==> src/rtl/display_pkg.sv <==
// Shared constants and state encoding for the HUB75 scan path.
//   PANEL_COLS / ROW_PAIRS : panel geometry (64 columns, 32 row pairs)
//   COL_W / ROW_W          : pixel-memory address widths
//   scan_state_t           : shift FSM states
package display_pkg;

  localparam int unsigned PANEL_COLS = 64;
  localparam int unsigned ROW_PAIRS  = 32;
  localparam int unsigned COL_W      = 6;
  localparam int unsigned ROW_W      = 5;

  typedef enum logic [2:0] {
    S_ADDR,
    S_DATA,
    S_CLK,
    S_WAIT,
    S_BLANK,
    S_LATCH
  } scan_state_t;

endpackage

==> src/rtl/hub75_scan_driver.sv <==
// HUB75 scan controller for a 64x64 panel fed from the dual-SPRAM pixel memory.
// Reads one row pair column by column, shifts it into the panel, then blanks,
// latches and shows it while the next row pair is shifted.
// Ports:
//   clk, rst_n              : system clock, async active-low reset
//   mem_write_en            : pixel-memory write in progress (port busy)
//   R1..B2                  : pixel-memory read data, valid one cycle after address
//   col_addr, row_addr      : pixel-memory read address
//   panel_r1..panel_b2      : panel serial data
//   panel_clk, panel_lat    : panel shift clock and latch pulse
//   panel_oe_n, panel_addr  : output enable (active low), displayed row pair
//   frame_done              : one-cycle pulse when row pair 31 is latched
module hub75_scan_driver
  import display_pkg::*;
#(
  parameter int unsigned ON_CYCLES = 256
) (
  input  logic             clk,
  input  logic             rst_n,
  input  logic             mem_write_en,
  input  logic             R1,
  input  logic             G1,
  input  logic             B1,
  input  logic             R2,
  input  logic             G2,
  input  logic             B2,
  output logic [COL_W-1:0] col_addr,
  output logic [ROW_W-1:0] row_addr,
  output logic             panel_r1,
  output logic             panel_g1,
  output logic             panel_b1,
  output logic             panel_r2,
  output logic             panel_g2,
  output logic             panel_b2,
  output logic             panel_clk,
  output logic             panel_lat,
  output logic             panel_oe_n,
  output logic [ROW_W-1:0] panel_addr,
  output logic             frame_done
);

  localparam int unsigned TIMER_W = $clog2(ON_CYCLES + 1);

  scan_state_t        state;
  logic [TIMER_W-1:0] on_cnt;
  logic               last_col;
  logic               on_ending;

  assign last_col  = (col_addr == COL_W'(PANEL_COLS - 1));
  // Blank cycle may follow as soon as the remaining on-time is at most one cycle,
  // so the blank output lines up with the first cycle panel_oe_n is high.
  assign on_ending = (on_cnt <= TIMER_W'(1));

  // Shift FSM, on-timer and all registered outputs.
  always_ff @(posedge clk or negedge rst_n) begin
    if (!rst_n) begin
      state      <= S_ADDR;
      on_cnt     <= '0;
      col_addr   <= '0;
      row_addr   <= '0;
      panel_r1   <= 1'b0;
      panel_g1   <= 1'b0;
      panel_b1   <= 1'b0;
      panel_r2   <= 1'b0;
      panel_g2   <= 1'b0;
      panel_b2   <= 1'b0;
      panel_clk  <= 1'b0;
      panel_lat  <= 1'b0;
      panel_oe_n <= 1'b1;
      panel_addr <= '0;
      frame_done <= 1'b0;
    end else begin
      panel_lat  <= 1'b0;
      frame_done <= 1'b0;

      // On-timer: enable is low while the count is non-zero; writes never touch it.
      panel_oe_n <= (on_cnt == '0);
      if (state == S_LATCH) begin
        on_cnt <= TIMER_W'(ON_CYCLES);
      end else if (on_cnt != '0) begin
        on_cnt <= on_cnt - TIMER_W'(1);
      end

      case (state)
        S_ADDR: begin
          panel_clk <= 1'b0;
          // Memory port is carrying a write: hold the column and retry.
          if (!mem_write_en) begin
            state <= S_DATA;
          end
        end
        S_DATA: begin
          {panel_r1, panel_g1, panel_b1, panel_r2, panel_g2, panel_b2} <= {R1, G1, B1, R2, G2, B2};
          state <= S_CLK;
        end
        S_CLK: begin
          panel_clk <= 1'b1;
          if (last_col) begin
            // Skip the wait entirely when the on-time has already run out.
            state <= on_ending ? S_BLANK : S_WAIT;
          end else begin
            col_addr <= col_addr + COL_W'(1);
            state    <= S_ADDR;
          end
        end
        S_WAIT: begin
          panel_clk <= 1'b0;
          if (on_ending) begin
            state <= S_BLANK;
          end
        end
        S_BLANK: begin
          panel_clk <= 1'b0;
          state     <= S_LATCH;
        end
        S_LATCH: begin
          panel_clk  <= 1'b0;
          panel_lat  <= 1'b1;
          panel_addr <= row_addr;
          frame_done <= (row_addr == ROW_W'(ROW_PAIRS - 1));
          row_addr   <= row_addr + ROW_W'(1);
          col_addr   <= '0;
          state      <= S_ADDR;
        end
        default: state <= S_ADDR;
      endcase
    end
  end

endmodule

==> config.mk <==
export PLATFORM = sky130hd
export DESIGN_NAME = hub75_scan_driver
export DESIGN_NICKNAME = d
export VERILOG_FILES = /design/src/rtl/display_pkg.sv /design/src/rtl/hub75_scan_driver.sv
export SDC_FILE = /design/constraint.sdc
export NUM_CORES = 1
export LEC_CHECK = 0
export CAP_MARGIN = 10
export CORE_ASPECT_RATIO = 0.6
export CORE_MARGIN = 4
export CORE_UTILIZATION = 30
export DETAILED_ROUTE_END_ITERATION = 10
export SETUP_SLACK_MARGIN = 0.15
export SYNTH_ARGS = -nofsm -noshare
export SYNTH_HDL_FRONTEND = slang
export SYNTH_SLANG_ARGS = --single-unit
==> constraint.sdc <==
create_clock -name clk -period 1.8 [get_ports clk]
set_input_delay 0.36 -clock clk [delete_from_list [all_inputs] [get_ports clk]]
set_output_delay 0.36 -clock clk [all_outputs]
set_load 0.03 [all_outputs]
==> flow_summary.ini, run 1 <==
[outcome]
outcome = finished, final reports clean

[final_layout]
multiInputGateArea_um2 = 897.1
drive_gt1_share_pct = 22.32
fillCellCount = 559
n_antenna_cell = 0
final-seq-area_um2 = 952.2
design_area_um2 = 2537
instances_no_fill = 313
nNetsFinal = 247
syn2layout_area_growth_pct = 36.57

[pwr]
switching_share_pct = 40.81
power_uw = 4065
seqPwrFrac_pct = 35.0
p_per_area_nw_per_um2 = 1602
irDropWorstVdd_mv = 0.5321
switchingPower_uw = 1659
power_frac_comb_pct = 47.3
p_int_uw = 2406
p_leak_uw = 0.001278
clkPwrFrac_pct = 17.7

[sta]
hold_violations = 0
finalSetupTns_ps = 0
period_needed_ps = 1698
max_freq_mhz = 588.9
slew_headroom_pct = 61.19
rsz0062_at_grt = true
setup_viol = 0
skew_ps = 4.836
slew_violations = 0
worst_pin_slew_ps = 577.7
postLayoutSetupSlackWorst_ps = 102.1
period_share_pct = 94.33

[grt]
grt_max_degree = 39
grt_pass1_vias = 1395
grt_pass1_wl_mm = 7.003
grt_usage_pct = 12.16
antenna_found_initial = 0
overflow = 0

[placement]
io_buffers = 34
placed_cells = 298
gp_congestion = 0.8448
post_dp_cell_area_um2 = 2374
pre_cts_ws_ps = 9.745
post-dp-hpwl_mm = 2.900

[logic_synthesis]
synth_edf_count = 0
ys.flop_type = dfrtp_1
avgSynthCellArea_um2 = 10.44
synthArstFlopShare_pct = 100.0
synth_cell_types = 46
syn_nets = 193
ys_seq_area_share_pct = 51.25
synth_warnings = 0
netlist_area_um2 = 1858
synth-seq-cells = 38
syn_inst = 178

[worst_setup_path]
cp-start-kind = flop
crit_start = on_cnt[1]$_DFFE_PN0P_
crit_type = reg -> reg
end_kind = flop
cp.arrival_ps = 1870
path_max_fanout = 3
crit_required_ps = 1970
reg2reg_from = on_cnt[1]$_DFFE_PN0P_

[drt]
initialDrtViolationCount = 72
drc = 0
via_count = 1524
drt_pass1_iterations = 4
viasPerCell = 4.869
routedWlPerCell_um = 13.65
postRouteAntennaNets = 0
wl_mm = 4.274

[min_path]
hp-class = in -> async

[clock_network]
cts_buffer_depth = 2
cts_root_buf = clkbuf_8
clk_pin_slew_worst_paths_ps = 70
cts_buffers = 5
clk_latency_ps = 290
clkSinkCount = 38
cts_tree = built
cts_max_level = 2

[floorplan]
num_rows = 21
initial_core_util_pct = 32.14
die_h_um = 68.96
die_w_um = 109.6
ios = 35
core_area_um2 = 5781
die_area_um2 = 7558

[job]
cap_violations = 0
==> Yosys cell counts (2+ instances only) <==
master | n | area share (%)
and3_1 | 4 | 1.3
nand3_1 | 2 | 0.54
nor2b_1 | 3 | 1.0
a211oi_1 | 2 | 0.81
nor2_1 | 11 | 2.2
nand3b_1 | 3 | 1.2
mux2_2 | 6 | 3.6
and2_1 | 2 | 0.67
ha_1 | 6 | 4.0
mux2i_1 | 5 | 2.7
or2_2 | 2 | 0.67
xnor2_1 | 3 | 1.4
buf_2 | 5 | 1.3
inv_1 | 6 | 1.2
a21oi_1 | 4 | 1.1
o21ai_0 | 6 | 1.6
nand2_1 | 32 | 6.5
or3b_1 | 2 | 0.94
nand4_1 | 2 | 0.67
nor3_1 | 3 | 0.81
nand2b_1 | 3 | 1.0
nor3b_1 | 2 | 0.81
o211ai_1 | 3 | 1.2
dfrtp_1 | 37 | 50
o41ai_1 | 3 | 1.4
==> worst paths after layout <==
path | end | slack (ps) | cells after the start
worst max-delay path | on_cnt[1]$_DFFE_PN0P_ | 100 | 5
worst min-delay path | col_addr[5]$_DFFE_PN0P_ | 110 | 2
worst max register to register | on_cnt[1]$_DFFE_PN0P_ | 100 | 5
worst min register to register | panel_addr[4]$_DFFE_PN0P_ | 470 | 2
max in group asynchronous | panel_oe_n$_DFF_PN1_ | 1310 | 2
min in group clk | panel_addr[4]$_DFFE_PN0P_ | 470 | 2
==> what timing repair did <==
action,CTS,global route
endpoints found under the setup margin,32,7
gates resized for setup,29,3
buffers inserted,5,2
hold buffers,0,0
pin swaps,5,1
==> stage by stage <==
step	utilization (%)	hold WS [ps]
global route	43.90	155.2
floorplan	-	64.41
finish	43.90	110.2
detailed placement	41.06	451.4
global placement	41.06	452.7
CTS	43.29	138.7
==> state kept, by name, indices dropped and copies added (netlist names) <==
| name | count |
|---|---|
| panel_r1 | 1 |
| panel_g1 | 1 |
| on_cnt | 9 |
| panel_lat | 1 |
| panel_addr | 5 |
| panel_b2 | 1 |
| state | 3 |
| frame_done | 1 |
| panel_r2 | 1 |
| panel_clk | 1 |
| panel_g2 | 1 |
| row_addr | 5 |
| panel_oe_n | 1 |
| col_addr | 6 |
| panel_b1 | 1 |
==> kinds of logic (layout without fill, tap and decap cells) <==
logic type | count (synthesis) | after routing | synth area share (%)
simple gates | 75 | 75 | 21.01
buf+inv | 14 | 69 | 3.164
mux | 12 | 12 | 7.138
xor+xnor | 3 | 3 | 1.414
compound gates | 30 | 30 | 11.99
flops | 38 | 38 | 51.25
fa+ha+maj | 6 | 6 | 4.040
==> power by group through the flow <==
stage               Combinational (uW)  Sequential (uW)  Clock (uW)
CTS                               1860             1410         746
global placement                  1850             1440           0
finish                            1920             1420         719
detailed placement                1870             1440           0
global route                      2080             1480         790
floorplan                          924             1700           0
==> critical path, stage by stage (launching register included) <==
cell and delay, ps:
dfrtp_1 400, inv_2 130, ha_4 140, or3b_4 390, nor4_4 190, mux2_4 330
==> placed cells by master (no fill, tap or decap), drive strengths merged, types with 4 or more instances in the layout <==
cell type / synthesis / routed
o21ai: 6 / 6
inv: 6 / 6
clkbuf: 1 / 5
ha: 6 / 6
nand2: 32 / 32
mux2i: 5 / 5
nor2: 11 / 11
clkdlybuf4s50: 0 / 7
mux2: 7 / 7
dlygate4sd2: 0 / 26
buf: 6 / 21
a21oi: 5 / 5
and3: 4 / 4
dfrtp: 37 / 37
==> layout make-up <==
type / count / share of cell area (%)
inverter: 7 / 1.036
timing repair buffer: 54 / 17.85
tap: 80 / 3.945
sequential: 38 / 37.52
clock buffer: 5 / 2.712
clock inverter: 3 / 1.578
multi-input combinational: 126 / 35.36
==> per-layer routing <==
metal	routed length [um]	track usage, %	part of all wire, %	vias up
li1	-	-	-	739
met1	2153	17.49	50	728
met2	1757	17.33	41	51
met3	323	3.628	7.6	6
met4	40	4.044	0.94	0
met5	0	0	0	-
Power figures use the tool's default switching activity.
==> run 2, diff against run 1 <==
Settings changed: HOLD_SLACK_MARGIN from default to 0.06.
==> results of run 2 <==
Final layout, timing and power as in run 1 (identical DEF).
